File: src/rtl/alu_pkg.sv
// Shared types for the pipelined ALU: operation encoding and the status-flag bundle.
package alu_pkg;

  typedef enum logic [2:0] {
    ALU_ADD = 3'b000,
    ALU_SUB = 3'b001,
    ALU_AND = 3'b010,
    ALU_OR  = 3'b011,
    ALU_XOR = 3'b100,
    ALU_SLT = 3'b101,
    ALU_SHL = 3'b110,
    ALU_SHR = 3'b111
  } alu_op_t;

  typedef struct packed {
    logic zero;
    logic carry;
    logic neg;
    logic ovf;
  } alu_flags_t;

endpackage

File: src/rtl/alu_core.sv
// Purely combinational ALU: one operation on a/b producing result and status flags.
module alu_core
  import alu_pkg::*;
#(
  parameter int WIDTH = 8
) (
  input  logic [WIDTH-1:0] a_i,
  input  logic [WIDTH-1:0] b_i,
  input  alu_op_t          op_i,
  output logic [WIDTH-1:0] result_o,
  output alu_flags_t       flags_o
);

  localparam int SHW = $clog2(WIDTH);

  logic [WIDTH:0]   sum;
  logic [WIDTH:0]   diff;
  logic [SHW-1:0]   shamt;
  logic [WIDTH-1:0] res;
  logic             carry;
  logic             ovf;

  assign sum   = {1'b0, a_i} + {1'b0, b_i};
  assign diff  = {1'b0, a_i} - {1'b0, b_i};
  assign shamt = b_i[SHW-1:0];

  // NOTE: every output of a combinational block gets a default first, so no path leaves it unassigned and infers a latch.
  always_comb begin
    res   = '0;
    carry = 1'b0;
    ovf   = 1'b0;
    unique case (op_i)
      ALU_ADD: begin
        res   = sum[WIDTH-1:0];
        carry = sum[WIDTH];
        ovf   = (a_i[WIDTH-1] == b_i[WIDTH-1]) && (sum[WIDTH-1] != a_i[WIDTH-1]);
      end
      ALU_SUB: begin
        // The extra top bit of the widened difference is the unsigned borrow.
        res   = diff[WIDTH-1:0];
        carry = diff[WIDTH];
        ovf   = (a_i[WIDTH-1] != b_i[WIDTH-1]) && (diff[WIDTH-1] != a_i[WIDTH-1]);
      end
      ALU_AND: res = a_i & b_i;
      ALU_OR:  res = a_i | b_i;
      ALU_XOR: res = a_i ^ b_i;
      ALU_SLT: res = {{(WIDTH-1){1'b0}}, ($signed(a_i) < $signed(b_i))};
      ALU_SHL: res = a_i << shamt;
      ALU_SHR: res = a_i >> shamt;
      default: res = '0;
    endcase
  end

  assign result_o      = res;
  assign flags_o.zero  = (res == '0);
  assign flags_o.carry = carry;
  assign flags_o.neg   = res[WIDTH-1];
  assign flags_o.ovf   = ovf;

endmodule

File: src/rtl/pipelined_alu.sv
// Two-stage valid/ready ALU pipeline with accumulator operand and sticky overflow.
module pipelined_alu
  import alu_pkg::*;
#(
  parameter int WIDTH = 8
) (
  input  logic             clk_i,
  input  logic             rst_i,
  input  logic             in_valid_i,
  output logic             in_ready_o,
  input  logic [WIDTH-1:0] a_i,
  input  logic [WIDTH-1:0] b_i,
  input  alu_op_t          op_i,
  input  logic             acc_i,
  input  logic             acc_clr_i,
  output logic             out_valid_o,
  input  logic             out_ready_i,
  output logic [WIDTH-1:0] result_o,
  output logic             zero_o,
  output logic             carry_o,
  output logic             neg_o,
  output logic             ovf_o,
  output logic             ovf_sticky_o
);

  logic             s1_valid_q, s1_valid_d;
  logic [WIDTH-1:0] s1_result_q, s1_result_d;
  alu_flags_t       s1_flags_q, s1_flags_d;
  logic             s2_valid_q, s2_valid_d;
  logic [WIDTH-1:0] s2_result_q, s2_result_d;
  alu_flags_t       s2_flags_q, s2_flags_d;
  logic [WIDTH-1:0] acc_q, acc_d;
  logic             sticky_q, sticky_d;

  logic             s1_adv, s2_adv, in_fire;
  logic [WIDTH-1:0] op_a, alu_result;
  alu_flags_t       alu_flags;

  assign s2_adv     = !s2_valid_q || out_ready_i;
  assign s1_adv     = !s1_valid_q || s2_adv;
  assign in_ready_o = s1_adv;
  assign in_fire    = in_valid_i && s1_adv;
  assign op_a       = acc_i ? acc_q : a_i;

  alu_core #(.WIDTH(WIDTH)) u_core (
    .a_i      (op_a),
    .b_i      (b_i),
    .op_i     (op_i),
    .result_o (alu_result),
    .flags_o  (alu_flags)
  );

  always_comb begin
    s1_valid_d  = s1_valid_q;
    s1_result_d = s1_result_q;
    s1_flags_d  = s1_flags_q;
    s2_valid_d  = s2_valid_q;
    s2_result_d = s2_result_q;
    s2_flags_d  = s2_flags_q;
    acc_d       = acc_q;
    sticky_d    = sticky_q;

    if (s1_adv) s1_valid_d = in_fire;
    if (in_fire) begin
      s1_result_d = alu_result;
      s1_flags_d  = alu_flags;
      acc_d       = alu_result;
      sticky_d    = sticky_q | alu_flags.ovf;
    end
    // Clear takes priority over the update from an op accepted in the same cycle.
    if (acc_clr_i) begin
      acc_d    = '0;
      sticky_d = 1'b0;
    end

    if (s2_adv) begin
      s2_valid_d = s1_valid_q;
      if (s1_valid_q) begin
        s2_result_d = s1_result_q;
        s2_flags_d  = s1_flags_q;
      end
    end
  end

  // NOTE: sequential state uses non-blocking assignments so every flop samples pre-edge values.
  always_ff @(posedge clk_i or negedge rst_i) begin
    if (!rst_i) begin
      s1_valid_q  <= 1'b0;
      s1_result_q <= '0;
      s1_flags_q  <= '0;
      s2_valid_q  <= 1'b0;
      s2_result_q <= '0;
      s2_flags_q  <= '0;
      acc_q       <= '0;
      sticky_q    <= 1'b0;
    end else begin
      s1_valid_q  <= s1_valid_d;
      s1_result_q <= s1_result_d;
      s1_flags_q  <= s1_flags_d;
      s2_valid_q  <= s2_valid_d;
      s2_result_q <= s2_result_d;
      s2_flags_q  <= s2_flags_d;
      acc_q       <= acc_d;
      sticky_q    <= sticky_d;
    end
  end

  assign out_valid_o  = s2_valid_q;
  assign result_o     = s2_result_q;
  assign zero_o       = s2_flags_q.zero;
  assign carry_o      = s2_flags_q.carry;
  assign neg_o        = s2_flags_q.neg;
  assign ovf_o        = s2_flags_q.ovf;
  assign ovf_sticky_o = sticky_q;

endmodule

File: config.mk
export PLATFORM = sky130hd
export DESIGN_NAME = pipelined_alu
export DESIGN_NICKNAME = d
export VERILOG_FILES = /design/src/rtl/alu_pkg.sv /design/src/rtl/alu_core.sv /design/src/rtl/pipelined_alu.sv
export SDC_FILE = /design/constraint.sdc
export NUM_CORES = 1
export LEC_CHECK = 0
export BUFFER_PORTS_ARGS = -buffer_cell sky130_fd_sc_hd__buf_2
export CAP_MARGIN = 20
export CORE_ASPECT_RATIO = 1.2
export CORE_MARGIN = 1
export CORE_UTILIZATION = 40
export DETAILED_ROUTE_END_ITERATION = 12
export PLACE_DENSITY = 0.64
export SYNTH_ARGS = -nofsm -noshare
export SYNTH_HDL_FRONTEND = slang
export SYNTH_SLANG_ARGS = --single-unit
File: constraint.sdc
create_clock -name clk_i -period 3.9 [get_ports clk_i]
set_input_delay 0.39 -clock clk_i [delete_from_list [all_inputs] [get_ports clk_i]]
set_output_delay 0.39 -clock clk_i [all_outputs]
set_load 0.01 [all_outputs]
=== After elaboration in Yosys (flattened, before gate mapping) ===
Index checks and enable logic that the tools add are counted.

* Output and inout port bits: 15
* Input port bits: 25
* Register bits after elaboration: 35

* Multiplexer cells: 8
* Equality and inequality tests: 11
* Add/subtract/negate cells: 2
* Shifts and indexed selects: 2
* Order comparisons: 1
* Reduce and logical (&&, ||, !) cells: 11
* Bitwise gates (word level): 4

{| class="wikitable"
|+ Operators by type and width
! operator !! count
|-
| one-hot mux 8 bit (8 select lines) || 1
|-
| 2-to-1 mux 8 bit || 3
|-
| == test 3 bit (second input constant) || 4
|-
| adder 8 x 8 -> 9 bit || 1
|-
| subtractor 8 x 8 -> 9 bit || 1
|-
| AND 8 bit || 1
|-
| logical NOT 8 bit || 1
|-
| less-than comparator 8 bit || 1
|-
| OR 8 bit || 1
|-
| left shift 8 x 3 -> 8 bit || 1
|-
| right shift 8 x 3 -> 8 bit || 1
|-
| bitwise XOR 8 bit || 1
|-
| == test 3 x 2 -> 1 bit (second input constant) || 2
|-
| one-hot mux 1 bit (2 select lines) || 2
|-
| == test 3 x 1 -> 1 bit (second input constant) || 1
|-
| logical AND 1 bit || 3
|-
| logical NOT 3 bit || 1
|-
| != test 1 bit || 3
|-
| logical NOT 1 bit || 2
|-
| logical OR 1 bit || 2
|-
| 2-to-1 mux 1 bit || 2
|-
| AND reduction 2 bit || 1
|-
| nonzero test 2 bit || 1
|-
| == test 1 bit || 1
|-
| OR 1 bit || 1
|}

=== Depth between registers and ports, before layout ===
* Word-level depth: 8
* Mapped depth: 13
* Depth with buffers taken out: 12

=== Modules after synthesis ===
A second synthesis with hierarchy kept.

* Cells, all modules: 369
* Area total of the unflattened synthesis: 3,294.4 sq um

{| class="wikitable"
|+ Modules (own cells, without submodules)
! module !! times used !! area each (sq um) !! cells an instance
|-
| alu_core || 1 || 1,830.5 || 252
|-
| pipelined_alu || 1 || 1,463.9 || 117
|}

=== Worst setup path after synthesis ===
OpenSTA, ideal clock, no wires.

* Kind: input port to flip-flop
* Start point: input acc_i
* End point: register sticky_q, in the netlist ovf_sticky_o
* Stages on the path: 10
* Data required time: 3,822 ps
* Setup slack: 852 ps
* Arrival time: 2,970 ps
* Buffers on the path: 1
* Library setup time: 78 ps
* Cells stage by stage: buf_6 mux2i_1 ha_1 a211oi_1 o21a_1 o21bai_1 a2111oi_0 o21ai_0 a221o_1 a21oi_1

* Word-level cells in the longest chain between the ends: 8

{| class="wikitable"
|+ Ends and longest elaborated chain
! item !! line !! RTL
|-
| start, declared || pipelined_alu.sv:14 || <nowiki>input logic acc_i,</nowiki>
|-
| 2-to-1 mux 8 bit (*) || pipelined_alu.sv:43 || <nowiki>assign op_a = acc_i ? acc_q : a_i;</nowiki>
|-
| subtractor 8 x 8 -> 9 bit / adder 8 x 8 -> 9 bit (equally long branches) || alu_core.sv:24, alu_core.sv:23 ||
|-
| != test 1 bit, on equally long branches || alu_core.sv:42, alu_core.sv:36 ||
|-
| logical AND 1 bit, on equally long branches || alu_core.sv:42, alu_core.sv:36 ||
|-
| one-hot mux 1 bit (2 select lines) (*) || alu_core.sv:32 || <nowiki>unique case (op_i)</nowiki>
|-
| OR 1 bit (*) || pipelined_alu.sv:68 || <nowiki>sticky_d = sticky_q | alu_flags.ovf;</nowiki>
|-
| 2-to-1 mux 1 bit (*) || pipelined_alu.sv:64 || <nowiki>if (in_fire) begin</nowiki>
|-
| 2-to-1 mux 1 bit (*) || pipelined_alu.sv:71 || <nowiki>if (acc_clr_i) begin</nowiki>
|-
| end signal, assigned || pipelined_alu.sv:104 || <nowiki>sticky_q <= sticky_d;</nowiki>
|-
| end, declared || pipelined_alu.sv:33 || <nowiki>logic sticky_q, sticky_d;</nowiki>
|}

Mark *: on every way between the ends. The rest lies on a longest branch, timed or not. The select of a mux whose other input is x is not followed.
A chain may end at the register's enable or synchronous reset.

=== Worst setup path in the final report ===
Ends and elaborated chain as after synthesis.

==> out/metrics.cfg <==
[outcome]
status=completed

[clock_network]
holdBufCountCts=0
clkSlewWorstSetupHoldPaths_ns=0.07
cts_setup_buffers=0
cts_buffers=5
cts_tree=built
clock_sinks=33
htreeDepth=2
ctsResizeCount=0
root_buffer=clkbuf_8
clk_latency_ns=0.29
clock_path_buffers=2

[placement]
portBuffers=39
gp_congestion=0.918
dp_hpwl_um=6590

[grt]
grt_usage_pct=22.2
grt.met3_usage_pct=3.61
met2_usage_pct=36.6
grtUsageMet1_pct=28.8
first_global_vias=2838
grt-ovfl-total=0
busiest_layer=met2
grt_first_pass_wirelength_um=14000
antenna_found_initial=0
grt_max_degree=34

[timing]
tightest_slew_ns=0.978
timing.fmax_mhz=322
relSlewSlack_pct=34.3
min_period_ns=3.10
rsz0062_at_grt=false
finalHoldViolCount=0
fin_crit_sh_pct=79.6
fin_skew_ns=0.00707
setup_viol=0
slew_violations=0
finalSetupTns_ns=0

[power]
p_leak_uw=0.00168
power.density_mw_per_mm2=350
ir_worst_vdd_v=0.000562

[route]
antenna_left=0
drc=0
wl_per_cell_um=18.1
dr_total_vias=2838
drt_first_pass_iters=6
routed_via_density=6.00
drt-total-wl_um=8540
dr.first_iter.drc_count=264

[logic_synthesis]
yosys_warnings=0
synth_ff_type=dfrtp_1
netlist_area_sq_mm=0.00313
synth_seq_cells=33
syn-num-nets=402
syn_avg_cell_area_sq_um=9.02
syn_inst=347
yosysSeqAreaShare_pct=26.4
synth-edff-count=0
synthArstFlopShare_pct=100
synthDistinctLibCells=63

[critical_path]
crit_fanout=11
endpoint_kind=register
r2r_slack_ns=0.88
cp-startpoint=acc_i
r2r_start=acc_q[0]$_DFFE_PN0P_
critPathLaunchType=input pin
crit_required_ns=4.11
cp.arrival_ns=3.32
worstSetupPathType=input pin to register

[layout]
fill_cells=740
area_growth_pct=12.4
fin_nets=437
utilization_pct=47.5
mostFrequentLayoutCell=buf_2
seq_area_sq_um=826
final_cell_mix=buf_2, nor2_1, dfrtp_1
antenna_cells=0
drive_above_1_share_pct=20.4
multi_input_area_sq_mm=0.00212

[job]
cap_viol_max_count=0

[worst_hold_path]
worst_hold_path_type=input pin to asynchronous set/reset pin

[floorplan]
start_util_pct=42.3
die_area_sq_mm=0.00819
fp.dieH_um=98.9
row_count=34
fp.dieW_um=82.8
pin_count=40
core_sq_mm=0.00740

metal layers:
layer | vias up | part of all wire (%)
met5 | - | 0
met4 | 0 | 2.5
met3 | 22 | 6.9
met2 | 146 | 48
met1 | 1332 | 42
li1 | 1338 | -
cell families (layout without fill, tap and decap cells):
| logic type | after synthesis | in the layout | synth area share [%] |
|---|---|---|---|
| compound gates | 91 | 91 | 20.5 |
| xor+xnor | 5 | 5 | 1.40 |
| fa+ha+maj | 30 | 30 | 12.5 |
| buf+inv | 46 | 82 | 6.04 |
| flops | 33 | 33 | 26.4 |
| mux | 33 | 33 | 15.9 |
| simple gates | 109 | 109 | 17.3 |
worst max-delay path, cell delays in order:
cell,delay (ns)
buf_2,0.29
mux2i_1,0.47
inv_1,0.12
ha_1,0.25
a211oi_1,0.42
o21a_1,0.24
o21bai_1,0.10
a2111oi_0,0.38
o21ai_0,0.15
a221o_1,0.36
a21oi_1,0.14
sequential cells by signal, summed over array words and instances (netlist names):
name / count
ovf_o: 1
out_valid_o: 1
zero_o: 1
s1_result_q: 8
acc_q: 8
carry_o: 1
s1_valid_q: 1
ovf_sticky_o: 1
result_o: 8
s1_flags_q: 3
Yosys cell counts (6+ instances only):
library cell / n / area, sq um
a2111oi_0: 6 / 52.6
a21oi_1: 15 / 75.1
clkbuf_1: 9 / 33.8
dfrtp_1: 33 / 826
ha_1: 28 / 350
inv_1: 27 / 101
mux2_2: 11 / 124
mux2i_1: 11 / 110
mux4_2: 6 / 135
nand2_1: 28 / 105
nand2b_1: 7 / 43.8
nor2_1: 37 / 139
nor2b_1: 8 / 50.1
nor3_1: 9 / 45.0
o211ai_1: 7 / 52.6
o21ai_0: 16 / 80.1
o22ai_1: 6 / 37.5
report_power, final:
| part | internal (uW) | total, uW | switching [uW] |
|---|---|---|---|
| Combinational | 198 | 466 | 269 |
| Clock | 208 | 330 | 122 |
| Sequential | 404 | 435 | 30.9 |
through the flow:
| step | hold slack [ns] | setup WS [ns] | instance area [sq um] | std cells | power (uW) |
|---|---|---|---|---|---|
| 6_report | 0.139 | 0.796 | 3520 | 473 | 1230 |
| 5_1_grt | 0.206 | 0.640 | 3520 | 473 | 1300 |
| 3_5_place_dp | 0.462 | 0.569 | 3400 | 465 | 901 |
| 2_1_floorplan | 0.0944 | 0.852 | 3130 | 347 | 756 |
| 4_1_cts | 0.163 | 0.846 | 3520 | 473 | 1230 |
| 3_3_place_gp | 0.463 | 0.599 | 3400 | 465 | 900 |
cell type report:
cell class                      instances  share of cell area, %
Multi-Input combinational cell        268                   60.1
Clock inverter                          1                  0.853
Inverter                               30                   3.27
Clock buffer                            7                   2.45
Timing Repair Buffer                   44                   6.61
Sequential cell                        33                   23.5
Tap cell                               90                   3.20
final timing paths:
path	end	cells after the start
worst max-delay path	ovf_sticky_o$_DFFE_PN0P_	11
worst min-delay path	result_o[2]$_DFFE_PN0P_	1
worst max register to register	ovf_sticky_o$_DFFE_PN0P_	10
worst min register to register	s1_result_q[6]$_DFFE_PN0P_	2
max in group asynchronous	s1_valid_q$_DFFE_PN0N_	1
min in group clk_i	s1_valid_q$_DFFE_PN0N_	2
No activity file was read; power rests on OpenSTA's default activity.
